## config.mk

```make
export PLATFORM = sky130hd
export DESIGN_NAME = uart_rx
export DESIGN_NICKNAME = d
export VERILOG_FILES = /design/src/rtl/uart_rx_pkg.sv /design/src/rtl/uart_sync_2ff.sv /design/src/rtl/uart_rx.sv
export SDC_FILE = /design/constraint.sdc
export NUM_CORES = 1
export LEC_CHECK = 0
export CAP_MARGIN = 15
export CORE_MARGIN = 2
export CORE_UTILIZATION = 62
export CTS_BUF_LIST = sky130_fd_sc_hd__clkbuf_8
export DETAILED_ROUTE_END_ITERATION = 10
export DONT_BUFFER_PORTS = 1
export HOLD_SLACK_MARGIN = 0.08
export PLACE_DENSITY = 0.75
export REMOVE_ABC_BUFFERS = 1
export SETUP_SLACK_MARGIN = 0.02
export SYNTH_ARGS = -nofsm -noshare
export SYNTH_HDL_FRONTEND = slang
export SYNTH_SLANG_ARGS = --single-unit
```

## constraint.sdc

```tcl
create_clock -name clk_i -period 1.87 [get_ports clk_i]
set_input_delay 0.4675 -clock clk_i [delete_from_list [all_inputs] [get_ports clk_i]]
set_output_delay 0.4675 -clock clk_i [all_outputs]
set_load 0.01 [all_outputs]
```

## src/rtl/uart_rx_pkg.sv

```systemverilog
// Shared oversampling constants and FSM encoding for the UART receive path.
// The baud generator imports the same OVERSAMPLE constant.
package uart_rx_pkg;

    localparam int         OVERSAMPLE        = 16;
    localparam logic [3:0] MID_TICK          = 4'(OVERSAMPLE / 2 - 1);
    localparam logic [3:0] LAST_TICK         = 4'(OVERSAMPLE - 1);
    localparam int         DEFAULT_DATA_BITS = 8;

    typedef enum logic [2:0] {
        ST_IDLE   = 3'd0,
        ST_START  = 3'd1,
        ST_DATA   = 3'd2,
        ST_PARITY = 3'd3,
        ST_STOP   = 3'd4,
        ST_BREAK  = 3'd5
    } state_t;

endpackage

```

## src/rtl/uart_sync_2ff.sv

```systemverilog
// Two-flop synchroniser for asynchronous inputs (rx now, CTS later).
// RESET_VAL sets the level both stages take during reset.
module uart_sync_2ff #(
    parameter logic RESET_VAL = 1'b1
) (
    input  logic clk,
    input  logic rst,
    input  logic din,
    output logic dout
);

    logic meta;

    // NOTE: non-blocking assignments make meta and dout two real stages; blocking would collapse them.
    always_ff @(posedge clk) begin
        if (rst) begin
            meta <= RESET_VAL;
            dout <= RESET_VAL;
        end else begin
            meta <= din;
            dout <= meta;
        end
    end

endmodule

```

## src/rtl/uart_rx.sv

```systemverilog
// 16x oversampled UART receiver: start/data/stop recovery with framing-error and break handling.
// Define UART_RX_PARITY_EN to add a parity bit between data and stop.
module uart_rx
    import uart_rx_pkg::*;
#(
    parameter int DATA_BITS  = DEFAULT_DATA_BITS,
    parameter bit PARITY_ODD = 1'b0
) (
    input  logic                 clk_i,
    input  logic                 rst_i,
    input  logic                 baud_en_i,
    input  logic                 rx_i,
    output logic [DATA_BITS-1:0] data_o,
    output logic                 data_valid_o,
    output logic                 frame_err_o,
    output logic                 parity_err_o,
    output logic                 busy_o
);

    state_t               state, state_n;
    logic [3:0]           tick_cnt, tick_cnt_n;
    logic [2:0]           bit_cnt, bit_cnt_n;
    logic [DATA_BITS-1:0] shift, shift_n;
    logic [DATA_BITS-1:0] data, data_n;
    logic                 parity_bad, parity_bad_n;
    logic                 valid, valid_n;
    logic                 frame_err, frame_err_n;
    logic                 parity_err, parity_err_n;
    logic                 rx_s;
    logic                 last_bit;

    uart_sync_2ff #(.RESET_VAL(1'b1)) u_sync (
        .clk  (clk_i),
        .rst  (rst_i),
        .din  (rx_i),
        .dout (rx_s)
    );

    assign last_bit = (bit_cnt == 3'(DATA_BITS - 1));

    always_comb begin
        // NOTE: every next value gets a default first, so no path leaves a latch behind.
        state_n      = state;
        tick_cnt_n   = tick_cnt;
        bit_cnt_n    = bit_cnt;
        shift_n      = shift;
        data_n       = data;
        parity_bad_n = parity_bad;
        valid_n      = 1'b0;
        frame_err_n  = 1'b0;
        parity_err_n = 1'b0;

        case (state)
            ST_IDLE: begin
                if (!rx_s) begin
                    state_n    = ST_START;
                    tick_cnt_n = '0;
                end
            end
            ST_START: begin
                if (baud_en_i) begin
                    tick_cnt_n = tick_cnt + 4'd1;
                    // A start bit that is gone by mid-bit was only a glitch.
                    if (tick_cnt == MID_TICK) begin
                        tick_cnt_n   = '0;
                        bit_cnt_n    = '0;
                        parity_bad_n = 1'b0;
                        state_n      = rx_s ? ST_IDLE : ST_DATA;
                    end
                end
            end
            ST_DATA: begin
                if (baud_en_i) begin
                    tick_cnt_n = tick_cnt + 4'd1;
                    if (tick_cnt == LAST_TICK) begin
                        shift_n   = {rx_s, shift[DATA_BITS-1:1]};
                        bit_cnt_n = bit_cnt + 3'd1;
                        if (last_bit) begin
`ifdef UART_RX_PARITY_EN
                            state_n = ST_PARITY;
`else
                            state_n = ST_STOP;
`endif
                        end
                    end
                end
            end
            ST_PARITY: begin
                if (baud_en_i) begin
                    tick_cnt_n = tick_cnt + 4'd1;
                    if (tick_cnt == LAST_TICK) begin
                        parity_bad_n = rx_s ^ (^shift) ^ PARITY_ODD;
                        state_n      = ST_STOP;
                    end
                end
            end
            ST_STOP: begin
                if (baud_en_i) begin
                    tick_cnt_n = tick_cnt + 4'd1;
                    if (tick_cnt == LAST_TICK) begin
`ifdef UART_RX_PARITY_EN
                        parity_err_n = parity_bad;
`endif
                        // Leaving mid stop bit lets a back-to-back start edge be caught.
                        if (rx_s) begin
                            if (!parity_bad) begin
                                data_n  = shift;
                                valid_n = 1'b1;
                            end
                            state_n = ST_IDLE;
                        end else begin
                            frame_err_n = 1'b1;
                            state_n     = ST_BREAK;
                        end
                    end
                end
            end
            ST_BREAK: begin
                if (rx_s) begin
                    state_n = ST_IDLE;
                end
            end
            default: state_n = ST_IDLE;
        endcase
    end

    always_ff @(posedge clk_i) begin
        if (rst_i) begin
            state      <= ST_IDLE;
            tick_cnt   <= '0;
            bit_cnt    <= '0;
            shift      <= '0;
            data       <= '0;
            parity_bad <= 1'b0;
            valid      <= 1'b0;
            frame_err  <= 1'b0;
            parity_err <= 1'b0;
        end else begin
            state      <= state_n;
            tick_cnt   <= tick_cnt_n;
            bit_cnt    <= bit_cnt_n;
            shift      <= shift_n;
            data       <= data_n;
            parity_bad <= parity_bad_n;
            valid      <= valid_n;
            frame_err  <= frame_err_n;
            parity_err <= parity_err_n;
        end
    end

    assign data_o       = data;
    assign data_valid_o = valid;
    assign frame_err_o  = frame_err;
    assign parity_err_o = parity_err;
    assign busy_o       = (state != ST_IDLE);

endmodule

```

* Word-level counts from Yosys, hierarchy flattened
Index checks and enable logic that the tools add are counted.
** Word-level totals
- Memories :: 0
- ROM bits :: 0
- Output and inout port bits :: 12
- Register bits :: 31
- Bits in latches :: 0
- Bits in writable memories :: 0
** Cells by class
- Divide/modulo/power cells :: 0
- Reduce and logical (&&, ||, !) cells :: 15
- Equal/unequal tests :: 20
- Muxes and demuxes :: 31
- Order comparisons :: 0
- Shifts and indexed selects :: 0
- Multipliers :: 0
- Bitwise operators :: 6
- $add $sub $neg :: 2
** Operators with widths (count)
- 2-to-1 mux 3 bit :: 16
- != test 2 bit, second input constant :: 10
- case mux 3 bit (6 select lines) :: 1
- 2-to-1 mux 4 bit :: 4
- AND reduction 5 bit :: 3
- case mux 4 bit (3 select lines) :: 1
- AND reduction 11 bit :: 1
- equality test 3 bit, second input constant :: 3
- parity 8 bit :: 1
- equality test 3 x 2 -> 1 bit, second input constant :: 2
- 2-to-1 mux 1 bit :: 6
- case mux 3 bit (2 select lines) :: 1
- nonzero test 3 bit :: 2
- inverter 1 bit :: 5
- OR reduction 5 bit :: 1
- adder 4 x 1 -> 4 bit, second input constant :: 1
- equality test 4 x 3 -> 1 bit, second input constant :: 1
- equality test 4 bit, second input constant :: 1
- != test 2 x 1 -> 1 bit, second input constant :: 2
- AND reduction 4 bit :: 1
- nonzero test 2 bit :: 2
- OR reduction 4 bit :: 1
- adder 3 x 1 -> 3 bit, second input constant :: 1
- equality test 3 x 1 -> 1 bit, second input constant :: 1
- 6 further kinds :: 6

* Logic depth before layout (Yosys ltp)
- Depth in word-level cells :: 5
- Depth in mapped cells :: 7

* Cells and area by module
Synthesis repeated with hierarchy kept, for this count alone.
** Second synthesis, totals
- Cell total of the unflattened synthesis :: 162
- Area total of the unflattened synthesis :: 1502.7 µm²
** Modules (own cells, without submodules)
- uart_rx :: cells each 158, times used 1, area an instance 1450.1 µm²
- uart_sync_2ff :: cells each 4, times used 1, area an instance 52.6 µm²

* Least setup slack after synthesis
No wires, ideal clock.
- Kind :: register -> register
- From :: reg tick_cnt[0]
- To :: reg data[0], in the netlist data_o[0]
- Required time :: 1.742 ns
- Setup slack :: 0.143 ns
- Buffers on the path :: 1
- Period minus slack after synthesis :: 1.727 ns
- Cell stages (with the launch flop) :: 7
- Data arrival time :: 1.599 ns
- Path through :: dfxtp_1 > ha_1 > buf_2 > nand4_2 > nor4_4 > mux2i_1 > nor2_1
** On the way
- Word-level cells in the longest chain between the ends :: 2
** Ends and longest elaborated chain
- start: declaration :: RTL line uart_rx.sv:21 : logic [3:0] tick_cnt, tick_cnt_n;
- start signal: assignment :: RTL line uart_rx.sv:140 : tick_cnt <= tick_cnt_n;
- equality test 4 bit :: RTL line uart_rx.sv:100 : if (tick_cnt == LAST_TICK) begin
- AND reduction 5 bit (no source line)
- end signal: assignment :: RTL line uart_rx.sv:143 : data <= data_n;
- end: declaration :: RTL line uart_rx.sv:24 : logic [DATA_BITS-1:0] data, data_n;
No other way between the ends.
A chain may end at the register's enable or synchronous reset.

* Worst setup path after layout
- From :: reg tick_cnt[0]
- To :: reg state[2]
** On the way
- Word-level cells in the longest chain between the ends :: 3
- Elaborated cells on any way between the ends :: 7
- Classes of those cells :: eq/ne: 6; reduce/logical: 1
** Ends and longest elaborated chain
- equality test 4 bit or equality test 4 x 3 -> 1 bit (tied branches)
- != test 2 bit (no source line)
- AND reduction 11 bit (no source line) (*)
- end signal: assignment :: RTL line uart_rx.sv:139 : state <= state_n;
- end: declaration :: RTL line uart_rx.sv:20 : state_t state, state_n;
Mark *: on every way between the ends. The rest lies on a longest branch, timed or not.

==> impl_metrics.py <==
metrics = {
    "synth": {
        "yosysWarnings": 0,
        "synth_area_per_cell_um2": 8.77,
        "synth_top_area_cell": "dfxtp_1",
        "syn_area_mm2": 0.00160,
        "synth_edf_count": 0,
        "synth_area_leaders": "dfxtp_1, mux2i_1, a21oi_1",
        "syn-instance-count": 183,
        "synth_top_area_share": 0.387,
        "yosysSeqAreaShare": 0.387,
        "async_flop_share": 0,
        "ys_seq_elements": 31,
        "ys_types": 48,
        "synthFlopType": "dfxtp_1",
    },
    "floorplanning": {
        "initial_core_util": 0.653,
        "fp.dieW_um": 54.9,
        "boundaryPins": 16,
        "dieArea_mm2": 0.00301,
        "die_h_um": 54.9,
        "core_area_mm2": 0.00245,
        "num_rows": 18,
    },
    "placed_design": {
        "pre_cts_slack_ns": 0.147,
        "place.gp.congestion": 0.826,
        "dp_hpwl_um": 2380,
        "io_buffer_count": 0,
    },
    "pwr": {
        "power_mw": 1.36,
        "leakage_nw": 0.614,
        "peakVddDrop_mv": 0.896,
        "cellPowerDensity_mw_per_mm2": 776,
    },
    "finish": {
        "fill_cells": 211,
        "layout_common_cells": "dfxtp_1, a21oi_1, nor2_1",
        "areaGrowthSynthToFinish_pct": 9.05,
        "nets": 192,
        "final_common_cell": "dfxtp_1",
        "drive_gt1_frac": 0.167,
        "diodes": 0,
    },
    "sta": {
        "clock_skew_ns": 0.00409,
        "clock.fmax_mhz": 572,
        "fin_ws_ns": 0.123,
        "period_share": 0.934,
        "whs_ns": 0.239,
        "slew_viol_final": 0,
        "finalSetupTns_ns": 0,
        "setup_viol_count_final": 0,
        "hold_viol": 0,
        "period_minus_slack_ns": 1.75,
        "rsz0062_at_grt": "no",
    },
    "detailed_routing": {
        "vias": 1313,
        "antenna_left": 0,
        "wl_um": 3280,
        "firstDrtPassIters": 4,
        "wire_per_inst_um": 15.2,
        "drt_iter0_drc": 33,
        "drc": 0,
        "drt-vias-per-instance": 6.08,
    },
    "clocking": {
        "cts_root_buffer": "clkbuf_8",
        "clkLatencyLatePin_ns": 0.28,
        "clk_pin_slew_ns": 0.06,
        "cts_hold_buf": 0,
        "numCtsBuffers": 5,
        "cts_buffer_depth": 2,
        "clock-sinks": 31,
        "cts_tree": "done",
        "h-tree-depth": 2,
    },
    "worst_setup_path": {
        "crit_path_end_kind": "flop",
        "r2r_end": "state[2]",
        "cp.required_ns": 2.08,
        "r2r_start": "tick_cnt[0]",
        "crit_type": "flop to flop",
        "reg2regPathDepth": 5,
        "crit_path_start_kind": "flop",
        "critical_path_arrival_ns": 1.96,
        "reg2reg_slack_ns": 0.12,
        "cp_max_fo": 4,
    },
    "outcome": {
        "outcome": "finished clean",
    },
    "grt": {
        "grt-ovfl-total": 0,
        "grt_pass1_wl_um": 5400,
        "first_global_vias": 1203,
        "grt_max_degree": 30,
        "antenna_found_initial": 0,
        "grt_use_total": 0.263,
    },
    "worst_hold_path": {
        "min_to": "state[2]",
        "holdPathStages": 1,
        "hold_class": "primary input to flop",
        "min-delay-start": "rst_i",
    },
    "flow_run": {
        "cap_viol_max_count": 0,
    },
}
Yosys cell counts, types with 3 or more instances:
master / count
mux2i_1: 10
a21oi_1: 17
ha_1: 3
buf_2: 8
dfxtp_1: 31
nand3_1: 7
nand2b_1: 5
nor2_1: 15
clkbuf_1: 5
nand2_1: 9
nand4_1: 3
nor3_1: 3
xnor2_1: 6
o21ai_0: 12
or4_1: 3
o31ai_1: 3
metal layers:
metal  share of wire  global-route usage  wire length, um
met1            0.46               0.316             1510
met2            0.48               0.413             1570
met3           0.037              0.0956              121
met4           0.026               0.125               84
met5               0                   0                0
area by class of cell:
| class | count | area, um2 | area share |
|---|---|---|---|
| Timing Repair Buffer | 11 | 98.8 | 0.0565 |
| Multi-Input combinational cell | 134 | 897 | 0.513 |
| Inverter | 2 | 7.51 | 0.00429 |
| Clock buffer | 5 | 68.8 | 0.0393 |
| Clock inverter | 3 | 16.3 | 0.00930 |
| Tap cell | 30 | 37.5 | 0.0215 |
| Sequential cell | 31 | 623 | 0.356 |
through the flow:
| stage | std cells | utilization | instance area (um2) |
|---|---|---|---|
| after floorplan | 167 | - | 1520 |
| after global placement | 208 | 0.674 | 1660 |
| after detailed placement | 208 | 0.674 | 1660 |
| after CTS | 216 | 0.709 | 1740 |
| after global routing | 216 | 0.713 | 1750 |
| final | 216 | 0.713 | 1750 |
repair_timing:
item                       in CTS  in global routing
setup endpoints to repair       0                  3
setup buffers                   0                  0
resized for setup               0                  4
critical path: stages, from the launching register on:
cell	delay [ns]
dfxtp_1	0.37
ha_2	0.22
nand4_2	0.15
o211a_1	0.29
or4_1	0.51
a21oi_1	0.12
state kept, by name, summed over array words and instances (netlist names):
register / flops
parity_bad: 1
frame_err_o: 1
bit_cnt: 3
tick_cnt: 4
data_o: 8
state: 3
u_sync.dout: 1
u_sync.meta: 1
data_valid_o: 1
shift: 8
report_power, final:
part	switching (mW)	total, mW	internal, mW
Clock	0.241	0.494	0.254
Combinational	0.0910	0.171	0.0804
Sequential	0.0205	0.692	0.672
logic make-up (layout without fill, tap and decap cells):
group                      after synthesis  in the layout  synth area share
AOI/OAI and AO/OA                       46             46             0.176
xor gates and xnor gates                 9              9            0.0577
adders and majority gates                3              3            0.0234
buffers and inverters                   18             21            0.0554
DFF                                     31             31             0.387
muxes                                   10             10            0.0624
other                                    1              1           0.00234
and+or+nand+nor                         65             65             0.236
worst max path at each step:
| stage | start | endpoint |
|---|---|---|
| 6_report | tick_cnt[0] | state[2] |
| 5_1_grt | tick_cnt[0] | data_o[5] |
| 4_1_cts | state[1] | busy_o |
| 3_5_place_dp | tick_cnt[0] | state[2] |
| 3_3_place_gp | state[2] | state[2] |
| 2_1_floorplan | tick_cnt[0] | state[2] |
Note: power is estimated with default switching activity, not from simulation.
